### src/rtl/aes128_inv_key_schedule_if.sv
// Stream/handshake bundle for the reverse AES-128 key schedule.
// master: the side that requests a walk and consumes round keys.
// slave : the key-schedule block itself.
interface aes128_inv_key_schedule_if #(
  parameter int KEY_L = 128
);
  logic             start;
  logic [KEY_L-1:0] last_key;
  logic             busy;
  logic [KEY_L-1:0] key_out;
  logic [3:0]       key_round;
  logic             valid_out;
  logic             ready_in;
  logic             done;

  modport master (
    output start, last_key, ready_in,
    input  busy, key_out, key_round, valid_out, done
  );

  modport slave (
    input  start, last_key, ready_in,
    output busy, key_out, key_round, valid_out, done
  );
endinterface

### src/rtl/aes128_inv_key_schedule.sv
// Reverse AES-128 key expansion: starting from the round-10 key, emits
// round keys 10 down to 0 on a valid/ready stream. SubWord goes through
// the shared Sub_Bytes stage (one registered cycle, valid passthrough).

// Byte-wise AES S-box over a word, registered, with valid passthrough.
module Sub_Bytes #(
  parameter int WORD = 32
) (
  input  logic            clk,
  input  logic            reset,
  input  logic            valid_in,
  input  logic [WORD-1:0] data_in,
  output logic            valid_out,
  output logic [WORD-1:0] data_out
);
  logic [WORD-1:0] sub_s;
  logic [WORD-1:0] data_r;
  logic            valid_r;

  // GF(2^8) multiply modulo x^8+x^4+x^3+x+1.
  function automatic logic [7:0] gf_mul(input logic [7:0] a, input logic [7:0] b);
    logic [7:0] acc;
    logic [7:0] aa;
    acc = 8'h00;
    aa  = a;
    for (int i = 0; i < 8; i++) begin
      if (b[i]) acc = acc ^ aa;
      aa = {aa[6:0], 1'b0} ^ (aa[7] ? 8'h1b : 8'h00);
    end
    return acc;
  endfunction

  // S-box: multiplicative inverse as x^254 (0 maps to 0), then the affine map.
  function automatic logic [7:0] sbox(input logic [7:0] x);
    logic [7:0] sq;
    logic [7:0] inv;
    sq  = x;
    inv = 8'h01;
    for (int i = 1; i < 8; i++) begin
      sq  = gf_mul(sq, sq);
      inv = gf_mul(inv, sq);
    end
    return inv ^ {inv[6:0], inv[7]} ^ {inv[5:0], inv[7:6]} ^
           {inv[4:0], inv[7:5]} ^ {inv[3:0], inv[7:4]} ^ 8'h63;
  endfunction

  // Substitute every byte of the incoming word.
  always_comb begin
    sub_s = '0;
    for (int b = 0; b < WORD / 8; b++) begin
      sub_s[8*b +: 8] = sbox(data_in[8*b +: 8]);
    end
  end

  // Register substituted word and its valid flag.
  always_ff @(posedge clk or negedge reset) begin
    if (!reset) begin
      data_r  <= '0;
      valid_r <= 1'b0;
    end else begin
      data_r  <= sub_s;
      valid_r <= valid_in;
    end
  end

  assign data_out  = data_r;
  assign valid_out = valid_r;
endmodule

// SubWord result must be present whenever the schedule sits in WAIT.
module aes128_inv_key_schedule_chk (
  input logic clk,
  input logic reset,
  input logic in_wait,
  input logic sub_valid
);
  a_sub_valid_in_wait: assert property (@(posedge clk) disable iff (!reset) in_wait |-> sub_valid);
endmodule

module aes128_inv_key_schedule #(
  parameter int KEY_L = 128,
  parameter int WORD  = 32,
  parameter int NR    = 10
) (
  input logic                         clk,
  input logic                         reset,
  aes128_inv_key_schedule_if.slave    ks
);
  localparam logic [1:0] S_IDLE = 2'd0;
  localparam logic [1:0] S_EMIT = 2'd1;
  localparam logic [1:0] S_SUB  = 2'd2;
  localparam logic [1:0] S_WAIT = 2'd3;

  logic [1:0]        state_r;
  logic [KEY_L-1:0]  key_r;
  logic [3:0]        round_r;
  logic              valid_r;
  logic              busy_r;
  logic              done_r;
  logic [3*WORD-1:0] p_r;       // {p1, p2, p3} of the next (earlier) round key

  logic [WORD-1:0]   w0_s, w1_s, w2_s, w3_s;
  logic [WORD-1:0]   p0_s, p1_s, p2_s, p3_s;
  logic [WORD-1:0]   rot_s;
  logic [WORD-1:0]   rcon_s;
  logic [WORD-1:0]   sb_data_s;
  logic              sb_valid_s;
  logic              sb_go_s;

  // Round constant for the round that produced the current key.
  function automatic logic [WORD-1:0] rcon(input logic [3:0] r);
    logic [7:0] rc;
    case (r)
      4'd1:    rc = 8'h01;
      4'd2:    rc = 8'h02;
      4'd3:    rc = 8'h04;
      4'd4:    rc = 8'h08;
      4'd5:    rc = 8'h10;
      4'd6:    rc = 8'h20;
      4'd7:    rc = 8'h40;
      4'd8:    rc = 8'h80;
      4'd9:    rc = 8'h1b;
      4'd10:   rc = 8'h36;
      default: rc = 8'h00;
    endcase
    return {rc, {(WORD-8){1'b0}}};
  endfunction

  // Undo the forward XOR chain: words 1..3 of the previous key need no SubWord.
  always_comb begin
    w0_s    = key_r[4*WORD-1 -: WORD];
    w1_s    = key_r[3*WORD-1 -: WORD];
    w2_s    = key_r[2*WORD-1 -: WORD];
    w3_s    = key_r[WORD-1 -: WORD];
    p3_s    = w3_s ^ w2_s;
    p2_s    = w2_s ^ w1_s;
    p1_s    = w1_s ^ w0_s;
    rot_s   = {p3_s[WORD-9:0], p3_s[WORD-1 -: 8]};
    rcon_s  = rcon(round_r);
    p0_s    = w0_s ^ sb_data_s ^ rcon_s;
    sb_go_s = (state_r == S_SUB);
  end

  Sub_Bytes #(.WORD(WORD)) u_sub_bytes (
    .clk       (clk),
    .reset     (reset),
    .valid_in  (sb_go_s),
    .data_in   (rot_s),
    .valid_out (sb_valid_s),
    .data_out  (sb_data_s)
  );

  aes128_inv_key_schedule_chk u_chk (
    .clk       (clk),
    .reset     (reset),
    .in_wait   (state_r == S_WAIT),
    .sub_valid (sb_valid_s)
  );

  // Walk controller: capture, emit under backpressure, step one round back.
  always_ff @(posedge clk or negedge reset) begin
    if (!reset) begin
      state_r <= S_IDLE;
      key_r   <= '0;
      round_r <= 4'd0;
      valid_r <= 1'b0;
      busy_r  <= 1'b0;
      done_r  <= 1'b0;
      p_r     <= '0;
    end else begin
      case (state_r)
        S_IDLE: begin
          done_r <= 1'b0;
          // busy is still high during the done cycle, so a start there is dropped
          if (busy_r) begin
            busy_r <= 1'b0;
          end else if (ks.start) begin
            key_r   <= ks.last_key;
            round_r <= 4'(NR);
            valid_r <= 1'b1;
            busy_r  <= 1'b1;
            state_r <= S_EMIT;
          end
        end
        S_EMIT: begin
          if (ks.ready_in) begin
            valid_r <= 1'b0;
            if (round_r == 4'd0) begin
              done_r  <= 1'b1;
              state_r <= S_IDLE;
            end else begin
              state_r <= S_SUB;
            end
          end
        end
        S_SUB: begin
          p_r     <= {p1_s, p2_s, p3_s};
          state_r <= S_WAIT;
        end
        S_WAIT: begin
          if (sb_valid_s) begin
            key_r   <= {p0_s, p_r};
            round_r <= round_r - 4'd1;
            valid_r <= 1'b1;
            state_r <= S_EMIT;
          end
        end
        default: begin
          state_r <= S_IDLE;
        end
      endcase
    end
  end

  assign ks.busy      = busy_r;
  assign ks.key_out   = key_r;
  assign ks.key_round = round_r;
  assign ks.valid_out = valid_r;
  assign ks.done      = done_r;
endmodule

### src/flat_wrapper.sv
// flat-port wrapper written by rule: the top's interface ports become plain ports
module aes128_inv_key_schedule_flat 
#(
  parameter int KEY_L = 128,
  parameter int WORD  = 32,
  parameter int NR    = 10
)
  (clk, reset, ks_start, ks_last_key, ks_ready_in, ks_busy, ks_key_out, ks_key_round, ks_valid_out, ks_done);
  aes128_inv_key_schedule_if #(.KEY_L(KEY_L)) ks_i ();
  input logic clk;
  input logic reset;
  input wire logic [$bits(ks_i.start)-1:0] ks_start;
  input wire logic [$bits(ks_i.last_key)-1:0] ks_last_key;
  input wire logic [$bits(ks_i.ready_in)-1:0] ks_ready_in;
  output wire logic [$bits(ks_i.busy)-1:0] ks_busy;
  output wire logic [$bits(ks_i.key_out)-1:0] ks_key_out;
  output wire logic [$bits(ks_i.key_round)-1:0] ks_key_round;
  output wire logic [$bits(ks_i.valid_out)-1:0] ks_valid_out;
  output wire logic [$bits(ks_i.done)-1:0] ks_done;
  assign ks_i.start = ks_start;
  assign ks_i.last_key = ks_last_key;
  assign ks_i.ready_in = ks_ready_in;
  assign ks_busy = ks_i.busy;
  assign ks_key_out = ks_i.key_out;
  assign ks_key_round = ks_i.key_round;
  assign ks_valid_out = ks_i.valid_out;
  assign ks_done = ks_i.done;
  aes128_inv_key_schedule #(.KEY_L(KEY_L), .WORD(WORD), .NR(NR)) u_core (.clk(clk), .reset(reset), .ks(ks_i));
endmodule
### config.mk
export PLATFORM = sky130hd
export DESIGN_NAME = aes128_inv_key_schedule_flat
export DESIGN_NICKNAME = d
export VERILOG_FILES = /design/src/rtl/aes128_inv_key_schedule_if.sv /design/src/rtl/aes128_inv_key_schedule.sv /design/src/flat_wrapper.sv
export SDC_FILE = /design/constraint.sdc
export NUM_CORES = 2
export LEC_CHECK = 0
export CORE_ASPECT_RATIO = 2
export CORE_MARGIN = 2
export CORE_UTILIZATION = 45
export DETAILED_ROUTE_END_ITERATION = 10
export HOLD_SLACK_MARGIN = 0.08
export SLEW_MARGIN = 25
export SYNTH_ARGS = -nofsm -noshare
export SYNTH_HDL_FRONTEND = slang
export SYNTH_SLANG_ARGS = --single-unit
export TNS_END_PERCENT = 50
### constraint.sdc
create_clock -name clk -period 20.6 [get_ports clk]
set_clock_uncertainty 0.1 [all_clocks]
set_input_delay 4.12 -clock clk [delete_from_list [all_inputs] [get_ports clk]]
set_output_delay 4.12 -clock clk [all_outputs]
set_load 0.01 [all_outputs]
# Word level (Yosys, flattened, before mapping)
# Memory sizes are Yosys's and may differ from the RTL's.
# Cells that the tools add are included.
dict set report op_classes {
  n_div 0
  bitwise_logic 781
  shifts 0
  multipliers 0
  addsub 1
  magnitude_cmp 0
  muxes 836
  n_eq_ne 8
  n_reduce_logical 9
}
# operator n
set ops {}
lappend ops {{$mux 8} 420}
lappend ops {{$xor 8x8->8} 380}
lappend ops {{$xor 8x5->8} 364}
lappend ops {{$mux 5} 368}
lappend ops {{$mux 128} 3}
lappend ops {{$pmux 128 s2} 1}
lappend ops {{$xor 32x32->32} 5}
lappend ops {{$mux 4} 7}
lappend ops {{$mux 7} 4}
lappend ops {{$not 1->1 const A} 28}
lappend ops {{$mux 6} 4}
lappend ops {{$mux 2} 9}
lappend ops {{$not 4->4} 4}
lappend ops {{$mux 1} 12}
lappend ops {{$mux 3} 4}
lappend ops {{$pmux 2 s4} 1}
lappend ops {{$pmux 4 s2} 1}
lappend ops {{$reduce_and 4->1} 2}
lappend ops {{$ne 2x2->1 const B} 3}
lappend ops {{$reduce_and 5->1} 1}
lappend ops {{$eq 2x2->1 const B} 2}
lappend ops {{$logic_not 4->1} 1}
lappend ops {{$ne 2x1->1 const B} 2}
lappend ops {{$reduce_bool 2->1} 2}
lappend ops {{7 further kinds} 7}
dict set report totals {
  mem_bits_rw 0
  mem_count 1
  latchBits 0
  romBits 128
  ff_bits 266
}
# memory words word_bits rd rd_ports_with_merged_regs wr line
set memory_table {}
lappend memory_table {{(no name shown)} 16 8 1 0 0 aes128_inv_key_schedule.sv:113} ;# case (r)

# Longest topological paths before layout
dict set report logic_depth {
  depth_word 133
  depth_mapped 67
  ltp_nobuf 53
}

# Hierarchy
# A second synthesis with hierarchy kept.
dict set report unflattened {
  cells_unflattened 8741
  hier_area_um2 67053.1
}
# mod cells_per_inst area_per_inst_um2 instances
set modules_own_cells {}
lappend modules_own_cells {Sub_Bytes 7659 55679.7 1}
lappend modules_own_cells {aes128_inv_key_schedule 1082 11373.4 1}

# Least setup slack after synthesis
# Ideal clock, no wire load.
dict set report synth_timing {
  path_type {reg2reg}
  start {register u_core.key_r[39] (netlist: u_core.ks.key_out[39])}
  end {register u_core.u_sub_bytes.data_r[8] (netlist: u_core.u_sub_bytes.data_out[8])}
  period_less_slack_ns 15.457
  slack_ns 5.143
  setup_time_ns 0.131
  required_ns 20.369
  stages_incl_launch_ff 63
  n_path_buf 11
  arrival_time_ns 15.226
  cell_sequence {dfrtp_1 xnor2_1 inv_1 clkbuf_1 ha_1 nand2_1 xnor2_1 inv_1 buf_1 buf_1 ha_1 clkbuf_1 inv_1 xnor3_1 xnor2_1 nor2_1 xnor2_1 xnor2_1 [27 not listed] mux2i_4 xnor2_1 a311o_1 or2_1 o311ai_1 nor4_1 nor3_1 xnor3_4 xor2_4 nand3_1 a21oi_1 nor2_1 xnor3_1 xnor3_1 xnor3_1 xnor2_2 xnor3_1 xor2_1}
}
dict set report synth_via {
  elab_chain_cells 130
  elab_cells_between_ends 387
}
# item line
set synth_lines {}
lappend synth_lines {{from (decl)} aes128_inv_key_schedule.sv:95} ;# logic [KEY_L-1:0] key_r;
lappend synth_lines {{from (signal assigned)} aes128_inv_key_schedule.sv:178} ;# key_r <= ks.last_key;
lappend synth_lines {{from (signal assigned)} aes128_inv_key_schedule.sv:202} ;# key_r <= {p0_s, p_r};
lappend synth_lines {{$xor 32x32->32 *} aes128_inv_key_schedule.sv:135} ;# p3_s = w3_s ^ w2_s;
lappend synth_lines {{net u_core.p3_s[7]} aes128_inv_key_schedule.sv:103} ;# logic [WORD-1:0] p0_s, p1_s, p2_s, p3_s;
lappend synth_lines {{$mux 5 or $mux 8 (tied branches)} {aes128_inv_key_schedule.sv:28, aes128_inv_key_schedule.sv:27}}
lappend synth_lines {{$xor 8x5->8 or $xor 8x8->8 (tied branches)} {aes128_inv_key_schedule.sv:28, aes128_inv_key_schedule.sv:27}}
lappend synth_lines {{$xor 8x8->8 or $mux 8 (tied branches)} aes128_inv_key_schedule.sv:27} ;# if (b[i]) acc = acc ^ aa;
lappend synth_lines {{$mux 8 or $xor 8x8->8 (tied branches)} aes128_inv_key_schedule.sv:27}
lappend synth_lines {{$xor 8x8->8 or $mux 8 (tied branches)} aes128_inv_key_schedule.sv:27}
lappend synth_lines {{$mux 8 or $xor 8x8->8 (tied branches)} aes128_inv_key_schedule.sv:27}
lappend synth_lines {{[114 not listed]} --}
lappend synth_lines {{$xor 8x8->8} aes128_inv_key_schedule.sv:27}
lappend synth_lines {{$mux 8} aes128_inv_key_schedule.sv:27}
lappend synth_lines {{$xor 8x8->8} aes128_inv_key_schedule.sv:27}
lappend synth_lines {{$mux 8 *} aes128_inv_key_schedule.sv:27}
lappend synth_lines {{$xor 8x8->8 (3 in series)} aes128_inv_key_schedule.sv:43} ;# return inv ^ {inv[6:0], inv[7]} ^ {inv[5:0], inv[7:6]} ^
lappend synth_lines {{$xor 8x8->8 *} aes128_inv_key_schedule.sv:44} ;# {inv[4:0], inv[7:5]} ^ {inv[3:0], inv[7:4]} ^ 8'h63;
lappend synth_lines {{$not 4->4 (no source line) *} --}
lappend synth_lines {{net u_core.u_sub_bytes.sub_s[8]} aes128_inv_key_schedule.sv:16} ;# logic [WORD-1:0] sub_s;
lappend synth_lines {{to (signal assigned)} aes128_inv_key_schedule.sv:61} ;# data_r <= sub_s;
lappend synth_lines {{to (decl)} aes128_inv_key_schedule.sv:17} ;# logic [WORD-1:0] data_r;
# The timed path passes the listed nets; every way through them passes the cells marked *.
# A chain may end at the register's enable or synchronous reset.

# Final worst setup path
dict set report layout_timing {
  start {register u_core.key_r[55] (netlist: u_core.ks.key_out[55])}
  end {register u_core.u_sub_bytes.data_r[30] (netlist: u_core.u_sub_bytes.data_out[30])}
}
dict set report layout_via {
  elab_chain_cells 130
  elab_cells_between_ends 387
}
# item line
set layout_lines {}
lappend layout_lines {{$xor 32x32->32 *} aes128_inv_key_schedule.sv:135}
lappend layout_lines {{$mux 5} aes128_inv_key_schedule.sv:28} ;# aa = {aa[6:0], 1'b0} ^ (aa[7] ? 8'h1b : 8'h00);
lappend layout_lines {{$xor 8x5->8} aes128_inv_key_schedule.sv:28}
lappend layout_lines {{$xor 8x8->8} aes128_inv_key_schedule.sv:27}
lappend layout_lines {{$mux 8} aes128_inv_key_schedule.sv:27}
lappend layout_lines {{$xor 8x8->8} aes128_inv_key_schedule.sv:27}
lappend layout_lines {{$mux 8} aes128_inv_key_schedule.sv:27}
lappend layout_lines {{$xor 8x8->8} aes128_inv_key_schedule.sv:27}
lappend layout_lines {{[113 not listed]} --}
lappend layout_lines {{$xor 8x8->8} aes128_inv_key_schedule.sv:27}
lappend layout_lines {{$mux 8} aes128_inv_key_schedule.sv:27}
lappend layout_lines {{$xor 8x8->8} aes128_inv_key_schedule.sv:27}
lappend layout_lines {{$mux 8 *} aes128_inv_key_schedule.sv:27}
lappend layout_lines {{$xor 8x8->8 (3 in series)} aes128_inv_key_schedule.sv:43}
lappend layout_lines {{$xor 8x8->8 *} aes128_inv_key_schedule.sv:44}
lappend layout_lines {{$not 4->4 (no source line) *} --}
lappend layout_lines {{net u_core.u_sub_bytes.sub_s[30]} aes128_inv_key_schedule.sv:16}
# Marks and branches as above.

==> results.toml <==
[route]
wl_met2_um = 135000
routedWlPerCell_um = 22.8
via_count = 66900
drc_errors = 0
postRouteAntennaNets = 0
wirelength_um = 255000
drt_first_pass_iters = 8
wl_met3_um = 14100
vias_per_cell = 5.99
drtIter0Drc = 4572
wl_met1_um = 86000
top_layer = "met5"

[global_routing]
grt_pass1_vias = 66700
track_usage = 0.314
grt_max_degree = 117
antenna_found_initial = 12
grt_pass1_wl_um = 392000
grt_overflow = 0

[setup_path]
endpoint_kind = "flop"
crit_required_ns = 20.94
cpMostUsedCell = "xnor2_1"
critical_path.slowest_cell = "xnor2_1"
start_kind = "flop"
worstPathMaxFanout = 21
setup.worst_path.start = "u_core.ks.key_out[55]$_DFFE_PN0P_"
r2r_slack_ns = 1.63
path_class = "flop to flop"
cpPeakStageDelay_ns = 0.86
ff2ff_path_depth = 50
r2r_start = "u_core.ks.key_out[55]$_DFFE_PN0P_"
cp.arrival_ns = 19.31
r2r-end = "u_core.u_sub_bytes.data_out[30]$_DFF_PN0_"

[floorplan]
die_w_um = 282
pin_count = 267
die_h_um = 559
coreArea_um2 = 153000
rows = 203
die-area_um2 = 157000
start_util = 0.453

[sta]
holdWs_ns = 0.417
slew_viol_final = 0
period_needed_ns = 18.97
setup_ws_ns = 1.63
timing.final.crit_share = 0.921
worstMarginPinSlew_ns = 1.08
rsz0062_at_grt = "no"
hold_violations = 0
fmax_ghz = 0.0527
relSlewSlack = 0.277
finalSetupViolations = 0
setup_tns_ns = 0

[synthesis]
ys.flop_type = "dfrtp_1"
syn_nets = 9209
yosysSeqAreaShare = 0.0960
syn_inst = 9041
synth_area_um2 = 69300
synth_top_area_cell = "xnor2_1"
synth_edf_count = 0
ys_warn_count = 0
synth_area_per_cell_um2 = 7.67
synth_seq_cells = 266
ys_types = 122
synthArstFlopShare = 1.00
synth_top_area_share = 0.209
synth_area_leaders = "xnor2_1, xnor3_1, dfrtp_1, nor2_1, xor2_1"

[status]
outcome = "finished, final reports clean"

[place]
pre_cts_ws_ns = 1.81
gp_congestion = 0.980
io_buffers = 266
dpl.hpwl_um = 194000
placed_area_um2 = 75100

[clock_network]
cts_tree = "done"
cts_made_buffers = 35
cts_hold_buffers = 0
htree_levels = 2
clockBufferDepth = 3
root_buffer = "clkbuf_16"
clkLatencyLatePin_ns = 0.60
postCtsSetupBuffers = 0
cts-resized-gates = 0
clkTransAtPathRegs_ns = 0.07
cts_sinks = 266

[worst_hold_path]
min_from = "u_core.p_r[0]$_DFFE_PN0P_"
holdPathStages = 1
min_path_type = "flop to flop"
whs_endpoint = "u_core.p_r[0]$_DFFE_PN0P_"

[layout]
drive_gt1_frac = 0.0873
fill_cells = 15100
syn2layout_area_growth_pct = 10.3
stdcell_area_um2 = 76400
fin_nets = 9248

[flow_run]
cap_viol_max_count = 0
flip-flops by register name, indices dropped and copies added, names as in the netlist:
| name | flops |
|---|---|
| u_core.ks.key_round | 4 |
| u_core.ks.done | 1 |
| u_core.ks.busy | 1 |
| u_core.ks.valid_out | 1 |
| u_core.u_sub_bytes.valid_out | 1 |
| u_core.ks.key_out | 128 |
| u_core.state_r | 2 |
| u_core.u_sub_bytes.data_out | 32 |
| u_core.p_r | 96 |
worst max path at each step:
stage	endpoint	slack, ns
final	u_core.u_sub_bytes.data_out[30]$_DFF_PN0_	1.63
after global routing	u_core.u_sub_bytes.data_out[30]$_DFF_PN0_	0.64
after CTS	u_core.u_sub_bytes.data_out[30]$_DFF_PN0_	1.72
after detailed placement	u_core.u_sub_bytes.data_out[30]$_DFF_PN0_	1.81
after global placement	u_core.u_sub_bytes.data_out[30]$_DFF_PN0_	1.73
after floorplan	u_core.u_sub_bytes.data_out[8]$_DFF_PN0_	5.14
Yosys cell counts (52+ instances only):
cell type and count:
nor2_1 1301, xnor2_1 1654, a21oi_1 569, dfrtp_1 266
a211oi_1 95, buf_1 56, o211ai_1 75, clkbuf_1 400
and2_1 52, mux2_2 63, mux2i_1 300, a22oi_1 60
xor2_1 447, xnor2_2 87, nand2_1 834, nor3_1 250
nand3_1 230, xnor3_1 330, and3_1 52, o22ai_1 143
inv_1 92, buf_2 116, o21ai_0 475, a31oi_1 88
critical path, delay by kind of cell (launching register included):
kind            cells  cell delay (ns)
compound gates      4             0.79
xor+xnor           33            13.14
fa+ha+maj           3             1.48
buf+inv             5             1.55
flops               1             0.54
mux                 2             0.78
simple gates        3             0.32
cells by family (layout without fill, tap and decap cells):
kind of cell             after synthesis  in the layout  synth area share
flip-flops                           266            266            0.0960
XOR/XNOR                            2619           2619             0.426
other                                  0              8                 0
AND/OR/NAND/NOR                     3034           3034             0.190
buffers and inverters                720            784            0.0430
adder cells (fa/ha/maj)               39             39           0.00693
multiplexers                         367            367            0.0546
AO/OA/AOI/OAI                       1996           1996             0.183
cell type report:
| class | count | area [um2] | share of cell area |
|---|---|---|---|
| inverter | 115 | 432 | 0.00565 |
| timing repair buffer | 607 | 5260 | 0.0689 |
| sequential | 266 | 6660 | 0.0871 |
| clock inverter | 18 | 240 | 0.00314 |
| clock buffer | 44 | 981 | 0.0128 |
| antenna | 8 | 20.0 | 0.000262 |
| tap | 2050 | 2560 | 0.0336 |
| multi-input combinational | 8055 | 60300 | 0.789 |
layout by cell type (no fill, tap or decap), types with 30 or more instances in the layout:
| master | count |
|---|---|
| and2_1 | 52 |
| o22ai_1 | 143 |
| o211ai_1 | 75 |
| xor2_1 | 441 |
| xor2_2 | 38 |
| clkbuf_16 | 36 |
| a211oi_1 | 95 |
| nand2b_1 | 50 |
| a22oi_1 | 60 |
| o31ai_1 | 34 |
| ha_1 | 34 |
| xnor3_1 | 330 |
| nor4_1 | 46 |
| or2_2 | 32 |
| o22a_1 | 31 |
| nor2_1 | 1300 |
| buf_4 | 338 |
| dfrtp_1 | 266 |
| nor2b_1 | 39 |
| nand4_1 | 30 |
| o21ai_0 | 475 |
| mux2i_1 | 300 |
| xnor2_2 | 147 |
| xnor2_1 | 1592 |
| o21a_1 | 33 |
| nand3_1 | 230 |
| nand2_1 | 834 |
| a21oi_1 | 568 |
| and3_1 | 52 |
| mux2_2 | 63 |
| a31oi_1 | 88 |
| nor3_1 | 250 |
| clkdlybuf4s50_1 | 265 |
| inv_1 | 91 |
| or3_1 | 32 |
metal layers:
layer  global-route usage  vias up
met3               0.0439      890
met5                    0        -
li1                     -    31400
met1                0.309    32000
met2                0.597     2566
met4                0.214        8
stage by stage:
step | cells | utilization
after floorplan | 9041 | -
after global placement | 11100 | 0.491
after detailed placement | 11100 | 0.491
after CTS | 11200 | 0.499
after global routing | 11200 | 0.500
final | 11200 | 0.500
Power is not shown: default switching activity piles up to over one toggle a cycle in this logic, so the estimate is an artifact.
